`src/rtl/alu_sequencer.sv`:
```
// alu_sequencer: accepts one calculator op per start pulse and returns result/remainder/flags with a done pulse.
// Define ALU_SEQ_DIV_EN to build the iterative restoring divider; without it DIV finishes after one cycle with err=1.

module sumador #(
    parameter int BITS = 15
) (
    input  logic [BITS-1:0] a,
    input  logic [BITS-1:0] b,
    output logic [BITS-1:0] sum,
    output logic            carry
);
    assign {carry, sum} = {1'b0, a} + {1'b0, b};
endmodule

module restador #(
    parameter int BITS = 15
) (
    input  logic [BITS-1:0] a,
    input  logic [BITS-1:0] b,
    output logic [BITS-1:0] diff,
    output logic            neg
);
    assign neg  = (a < b);
    assign diff = neg ? (b - a) : (a - b);
endmodule

module multiplicador #(
    parameter int BITS = 15
) (
    input  logic [BITS-1:0] a,
    input  logic [BITS-1:0] b,
    output logic [BITS-1:0] prod,
    output logic            ovf
);
    logic [2*BITS-1:0] full;

    assign full = {{BITS{1'b0}}, a} * {{BITS{1'b0}}, b};
    assign prod = full[BITS-1:0];
    assign ovf  = |full[2*BITS-1:BITS];
endmodule

module alu_sequencer #(
    parameter int BITS = 15
) (
    input  logic            clk,
    input  logic            reset_in,
    input  logic            start,
    input  logic [1:0]      op,
    input  logic [BITS-1:0] lhs,
    input  logic [BITS-1:0] rhs,
    output logic            busy,
    output logic            done,
    output logic [BITS-1:0] result,
    output logic [BITS-1:0] remainder,
    output logic            neg,
    output logic            err
);
    localparam logic [1:0] OP_SUMA  = 2'd0;
    localparam logic [1:0] OP_RESTA = 2'd1;
    localparam logic [1:0] OP_MULT  = 2'd2;
    localparam logic [1:0] OP_DIV   = 2'd3;

    typedef enum logic [1:0] {
        S_IDLE,
        S_EXEC,
        S_DIV_RUN,
        S_DIV_FIN
    } state_t;

    state_t          state_q, state_d;
    logic [1:0]      op_q, op_d;
    logic [BITS-1:0] lhs_q, lhs_d;
    logic [BITS-1:0] rhs_q, rhs_d;
    logic [BITS-1:0] result_q, result_d;
    logic [BITS-1:0] remainder_q, remainder_d;
    logic            neg_q, neg_d;
    logic            err_q, err_d;
    logic            done_q, done_d;

    logic [BITS-1:0] sum_val, diff_val, prod_val;
    logic            sum_carry, diff_neg, prod_ovf;

    sumador #(.BITS(BITS)) u_sumador (
        .a     (lhs_q),
        .b     (rhs_q),
        .sum   (sum_val),
        .carry (sum_carry)
    );

    restador #(.BITS(BITS)) u_restador (
        .a    (lhs_q),
        .b    (rhs_q),
        .diff (diff_val),
        .neg  (diff_neg)
    );

    multiplicador #(.BITS(BITS)) u_multiplicador (
        .a    (lhs_q),
        .b    (rhs_q),
        .prod (prod_val),
        .ovf  (prod_ovf)
    );

`ifdef ALU_SEQ_DIV_EN
    localparam int CW = (BITS > 1) ? $clog2(BITS) : 1;

    // quo_q starts as the dividend and fills with quotient bits from the right as it shifts out.
    logic [BITS-1:0] quo_q, quo_d;
    logic [BITS-1:0] prem_q, prem_d;
    logic [CW-1:0]   cnt_q, cnt_d;
    logic [BITS:0]   div_trial;
    logic            div_ge;
    logic [BITS-1:0] div_diff;

    assign div_trial = {prem_q, quo_q[BITS-1]};
    assign div_ge    = (div_trial >= {1'b0, rhs_q});
    // When div_ge holds the true difference is below rhs, so the low BITS bits are exact.
    assign div_diff  = div_trial[BITS-1:0] - rhs_q;
`endif

    always_comb begin
        state_d     = state_q;
        op_d        = op_q;
        lhs_d       = lhs_q;
        rhs_d       = rhs_q;
        result_d    = result_q;
        remainder_d = remainder_q;
        neg_d       = neg_q;
        err_d       = err_q;
        done_d      = 1'b0;
`ifdef ALU_SEQ_DIV_EN
        quo_d       = quo_q;
        prem_d      = prem_q;
        cnt_d       = cnt_q;
`endif
        case (state_q)
            S_IDLE: begin
                if (start) begin
                    op_d    = op;
                    lhs_d   = lhs;
                    rhs_d   = rhs;
                    state_d = S_EXEC;
`ifdef ALU_SEQ_DIV_EN
                    if ((op == OP_DIV) && (rhs != '0)) begin
                        state_d = S_DIV_RUN;
                        quo_d   = lhs;
                        prem_d  = '0;
                        cnt_d   = '0;
                    end
`endif
                end
            end
            S_EXEC: begin
                done_d      = 1'b1;
                state_d     = S_IDLE;
                remainder_d = '0;
                neg_d       = 1'b0;
                case (op_q)
                    OP_SUMA: begin
                        err_d    = sum_carry;
                        result_d = sum_carry ? '0 : sum_val;
                    end
                    OP_RESTA: begin
                        err_d    = 1'b0;
                        result_d = diff_val;
                        neg_d    = diff_neg;
                    end
                    OP_MULT: begin
                        err_d    = prod_ovf;
                        result_d = prod_ovf ? '0 : prod_val;
                    end
                    default: begin
                        // DIV only reaches here for a zero divisor or when the divider is not built.
                        err_d    = 1'b1;
                        result_d = '0;
                    end
                endcase
            end
`ifdef ALU_SEQ_DIV_EN
            S_DIV_RUN: begin
                prem_d = div_ge ? div_diff : div_trial[BITS-1:0];
                quo_d  = {quo_q[BITS-2:0], div_ge};
                if (cnt_q == CW'(BITS - 1)) begin
                    state_d = S_DIV_FIN;
                end else begin
                    cnt_d = cnt_q + CW'(1);
                end
            end
            S_DIV_FIN: begin
                done_d      = 1'b1;
                state_d     = S_IDLE;
                result_d    = quo_q;
                remainder_d = prem_q;
                neg_d       = 1'b0;
                err_d       = 1'b0;
                cnt_d       = '0;
            end
`endif
            default: begin
                state_d = S_IDLE;
            end
        endcase
    end

    always_ff @(posedge clk or posedge reset_in) begin
        if (reset_in) begin
            state_q     <= S_IDLE;
            op_q        <= OP_SUMA;
            lhs_q       <= '0;
            rhs_q       <= '0;
            result_q    <= '0;
            remainder_q <= '0;
            neg_q       <= 1'b0;
            err_q       <= 1'b0;
            done_q      <= 1'b0;
`ifdef ALU_SEQ_DIV_EN
            quo_q       <= '0;
            prem_q      <= '0;
            cnt_q       <= '0;
`endif
        end else begin
            state_q     <= state_d;
            op_q        <= op_d;
            lhs_q       <= lhs_d;
            rhs_q       <= rhs_d;
            result_q    <= result_d;
            remainder_q <= remainder_d;
            neg_q       <= neg_d;
            err_q       <= err_d;
            done_q      <= done_d;
`ifdef ALU_SEQ_DIV_EN
            quo_q       <= quo_d;
            prem_q      <= prem_d;
            cnt_q       <= cnt_d;
`endif
        end
    end

    assign busy      = (state_q != S_IDLE);
    assign done      = done_q;
    assign result    = result_q;
    assign remainder = remainder_q;
    assign neg       = neg_q;
    assign err       = err_q;

endmodule

```
`config.mk`:
```
export PLATFORM = sky130hd
export DESIGN_NAME = alu_sequencer
export DESIGN_NICKNAME = d
export VERILOG_FILES = /design/src/rtl/alu_sequencer.sv
export SDC_FILE = /design/constraint.sdc
export NUM_CORES = 1
export LEC_CHECK = 0
export ABC_AREA = 1
export ABC_CLOCK_PERIOD_IN_PS = 5600
export BUFFER_PORTS_ARGS = -buffer_cell sky130_fd_sc_hd__buf_2
export CAP_MARGIN = 20
export CORE_MARGIN = 5
export CORE_UTILIZATION = 59
export CTS_CLUSTER_SIZE = 30
export DETAILED_ROUTE_END_ITERATION = 16
export PLACE_DENSITY_LB_ADDON = 0.1
export SLEW_MARGIN = 20
export SYNTH_ARGS = -nofsm -noshare
export SYNTH_HDL_FRONTEND = slang
export SYNTH_SLANG_ARGS = --single-unit
```
`constraint.sdc`:
```
create_clock -name clk -period 5.6 [get_ports clk]
set_clock_uncertainty 0.2 [all_clocks]
set_input_delay 0.28 -clock clk [delete_from_list [all_inputs] [get_ports clk]]
set_output_delay 0.28 -clock clk [all_outputs]
set_load 0.03 [all_outputs]
```
* Word-level counts from Yosys, hierarchy flattened *
Cells that the tools add are included.
Widths: inputs -> output; s select.

storage, ports and cells
  input bits = 35
  register bits after elaboration = 52

operators by class
  equality and inequality tests = 4
  reductions and logical operators = 5
  add/subtract/negate cells = 3
  multiply operators = 1
  multiplexer cells = 9
  order comparisons = 1

operators with widths
  operator            count
  $mux 15             3
  $pmux 15 s3         1
  $mul 15x15->30      1
  $sub 15x15->15      2
  $add 15x15->16      1
  $lt 15x15->1        1
  $reduce_or 15->1    1
  $eq 2x1->1 const B  2
  $logic_not 2->1     2
  $mux 2              2
  $pmux 1 s3          1
  $eq 2x2->1 const B  1
  $mux 1              2
  $ne 2x2->1 const B  1
  $reduce_and 2->1    1
  $reduce_bool 2->1   1

* Logic depth before layout (Yosys ltp) *
  word-level depth = 4
  gate-level depth with buffers = 35

* By module *
From an unflattened synthesis, not the netlist that was laid out.

unflattened totals
  cell total of the unflattened synthesis = 2101
  area, all modules = 13905.8 µm²

modules (own cells, without submodules)
  module         sequential area each (µm²)  times used  area an instance (µm²)  cells each
  multiplicador  0.0                         1           8287.9                  1185
  alu_sequencer  1276.2                      1           2700.1                  360
  restador       0.0                         1           2031.9                  390
  sumador        0.0                         1           885.8                   166

* Worst setup path after synthesis *
Ideal clock, no wire load.

  path kind = register to register
  start point = reg rhs_q[1]
  end point = reg result_q[5], in the netlist result[5]
  stages on the path, launching flop included = 33
  data required time = 5.334 ns
  data arrival time = 5.729 ns
  slack = -0.395 ns
  path through = dfrtp_1 -> clkbuf_1 -> nand2_1 -> inv_1 -> fa_1 -> inv_1 -> fa_1 -> inv_1 -> fa_1 -> inv_1 -> fa_1 -> inv_1 -> fa_1 -> inv_1 -> fa_1 -> inv_1 -> ha_1 -> nand2_1 -> inv_1 -> a21oi_1 -> nand2_2 -> nand2_1 -> nand2_1 -> nand2_1 -> nand2_1 -> nor2_1 -> nand3_1 -> nor2_4 -> buf_4 -> nand3_1 -> nand3_1 -> nand2_1 -> nand2_1

between the ends
  longest elaborated chain between the ends = 4
  elaborated cells between the ends (all ways) = 10

RTL lines
  element                 line  source
  from (decl)             73    logic [BITS-1:0] rhs_q, rhs_d;
  from (signal assigned)  225   rhs_q <= rhs_d;
  $mul 15x15->30          37    assign full = {{BITS{1'b0}}, a} * {{BITS{1'b0}}, b};
  $reduce_or 15->1        39    assign ovf = |full[2*BITS-1:BITS];
  $mux 15                 170   result_d = prod_ovf ? '0 : prod_val;
  $pmux 15 s3 (*)         158   case (op_q)
  to (signal assigned)    226   result_q <= result_d;
  to (decl)               74    logic [BITS-1:0] result_q, result_d;

Every way passes the cells marked *; elsewhere a longest branch is shown, timed or not.
A chain may end at the register's enable or synchronous reset.

* Final worst setup path *
  start point = reg rhs_q[2]
  end point = reg result_q[7], in the netlist result[7]

Same word-level chain as after synthesis.

==> run metrics <==
global route overflow=0; routed wire length=39.17 mm; initial core utilization=59.71%; vias per std cell=5.257; status=complete, but fails checks; commonest non-fill, non-tap cells in the layout=563 x nand2_1, 469 x inv_1, 168 x fa_1; antenna-violating nets left=0; # IOs=69; die height=158.4 µm; kind of critical path=reg2reg; total CTS buffers=5; HP Class=in2reg; area share of the largest cell type after synthesis=26.04%; failing checks=hold timing, setup timing; Worst-Skew Late Latency=310 ps; DR vias=12370; Critical Path Sink Type=flop; EDFF count, synth=0; leading cell type in the layout, fill and taps excluded=nand2_1; final hold violations=1; dpl hpwl=32.54 mm; Final Slew Violations=0; Layout Nets=2416; share of layout cells above drive strength 1=16.26%; area delta synth->final=17.55%; Critical Path Start Type=flop; area leader, netlist=fa_1; YS warnings=0; async set-or-reset flop fraction in the synthesized netlist=100.0%; Data arrival, critical path=6250 ps; Adder-Cell Fraction of Synth Area=39.53%; mapped cell area=0.01299 mm²; complex-gate fraction of the synthesized area=5.846%; gr usage total=30.99%; first-pass GRT wire length=61.20 mm; RSZ-0062 raised after global routing=yes; Post-Syn Area per Cell=6.809 µm²; sequential share of the synthesized area=9.824%; n_diodes=0; Mapped Cells=1908; largest family of logic cells by synthesized area=adder cells; final critical-path share of the clock period=110.9%; Final setup viols=16; Distinct cells, synth=40; top post-synthesis cells by area=fa_1 26%, nand2_1 17%, inv_1 14%, ha_1 13%, dfrtp_1 9.8%; Worst path slowest cell=dfrtp_1; initial antenna violation count=0; mux cell area share after synthesis=0%; XOR/XNOR Fraction of Synth Area=2.360%; Max transition margin=34.68%; max-cap violation count=0; CTS tree=done; DRT iter0 DRCs=1054; DRC=0; vias in the first global route=11850; DRT Pass-1 Iters=6; hold_ws=-6.723 ps; Worst-path clk slew=70 ps; CP Max Fanout=8; H-tree levels=2; Max Clk Rate=0.1610 GHz; Core Area=0.02176 mm²; post-synthesis sequential element count=51; Slew @ Worst Pin=979.9 ps; full die area=0.02509 mm²; Min Clock Period, post-route=6211 ps; Synth Area in Simple Gates=25.66%; PortBufs=53; clk sinks=51; crit-path most repeated cell=fa_1; Top FF cell, synth=dfrtp_1; largest net degree at the start of global routing=65; Root Buffer=clkbuf_16; per-cell routed wire length=16.65 µm; slowest cell delay on critical path=520 ps; CP required=5640 ps; Longest Clk Path Bufs=2; site row count=54; gpl congestion=0.9531; final worst setup slack=-611.0 ps; Die X=158.4 µm
-- state kept, by name, summed over array words and instances (netlist names) --
name,count
err,1
done,1
neg,1
result,15
state_q,1
rhs_q,15
lhs_q,15
op_q,2
-- critical path: cells and delay by family, from the launching register on --
kind | cells | cell delay [ps]
adder cells (fa/ha/maj) | 7 | 3230
AND/OR/NAND/NOR | 13 | 1450
buffers and inverters | 9 | 740
flip-flops | 1 | 520
-- path summary, 6_finish.rpt --
check / from / end / slack [ps] / depth (start not counted)
setup / recovery: rhs_q[2]$_DFFE_PP0P_ / result[7]$_DFFE_PP0P_ / -610 / 29
hold / removal: lhs[5] / lhs_q[5]$_DFFE_PP0P_ / -7 / 3
setup reg to reg: rhs_q[2]$_DFFE_PP0P_ / result[7]$_DFFE_PP0P_ / -610 / 29
hold reg to reg: result[4]$_DFFE_PP0P_ / result[4]$_DFFE_PP0P_ / 280 / 2
max in group asynchronous: reset_in / lhs_q[13]$_DFFE_PP0P_ / 4180 / 4
min in group asynchronous: reset_in / lhs_q[2]$_DFFE_PP0P_ / 490 / 4
-- metrics by stage --
stage / instances / TNS (ps) / instance area [µm²] / worst slack, ps / util [%]
2_1_floorplan: 1922 / -1860 / 13160 / -157.9 / -
3_3_place_gp: 2318 / -9098 / 14390 / -580.4 / 66.14
3_5_place_dp: 2318 / -9579 / 14390 / -633.7 / 66.14
4_1_cts: 2340 / -8475 / 14700 / -561.1 / 67.57
5_1_grt: 2353 / -12570 / 15270 / -828.5 / 70.19
6_report: 2353 / -9238 / 15270 / -611.0 / 70.19
-- Yosys cell counts (3+ instances only) --
| library cell | n |
|---|---|
| nand2_2 | 3 |
| nand4_1 | 9 |
| inv_1 | 478 |
| inv_2 | 6 |
| nor2_4 | 3 |
| dfrtp_1 | 51 |
| nand2_1 | 593 |
| xnor2_1 | 11 |
| clkinv_1 | 5 |
| buf_2 | 9 |
| nor2_1 | 82 |
| nor2_2 | 6 |
| o21ai_0 | 61 |
| o21ai_2 | 3 |
| xor2_1 | 24 |
| a31oi_1 | 3 |
| ha_1 | 140 |
| o21bai_1 | 6 |
| and2_1 | 5 |
| a21oi_1 | 51 |
| o211ai_1 | 6 |
| clkbuf_1 | 40 |
| fa_1 | 169 |
| buf_4 | 16 |
| nand3_1 | 99 |
| nand3b_1 | 5 |
| nor3_1 | 6 |
-- cell families after synthesis --
kind of cell,after synthesis
AO/OA/AOI/OAI,138
XOR/XNOR,35
adder cells (fa/ha/maj),309
buffers and inverters,557
flip-flops,51
other,1
AND/OR/NAND/NOR,817
-- per-layer routing --
layer / global-route usage (%) / up-vias / wire, µm
li1: - / 5909 / -
met1: 46.66 / 5875 / 16970
met2: 47.71 / 526 / 17470
met3: 5.137 / 59 / 3802
met4: 5.646 / 0 / 930
met5: 0 / - / 0
-- what timing repair did --
action,in CTS,in global routing
setup buffers,4,12
pin swaps,1,10
setup endpoints to repair,16,16
hold endpoints to repair,38,0
cloned,0,1
gates resized for setup,9,113
hold buffers,10,0
-- final cells by class --
type / instances / area (µm²)
clock buffer: 5 / 125.1
clock inverter: 3 / 18.77
fill: 1890 / 6485
inverter: 489 / 1836
multi-input combinational: 1314 / 10080
sequential: 51 / 1292
tap: 280 / 350.3
timing repair buffer: 211 / 1569
Power is not shown: default switching activity piles up to over one toggle a cycle in this logic, so the estimate is an artifact.
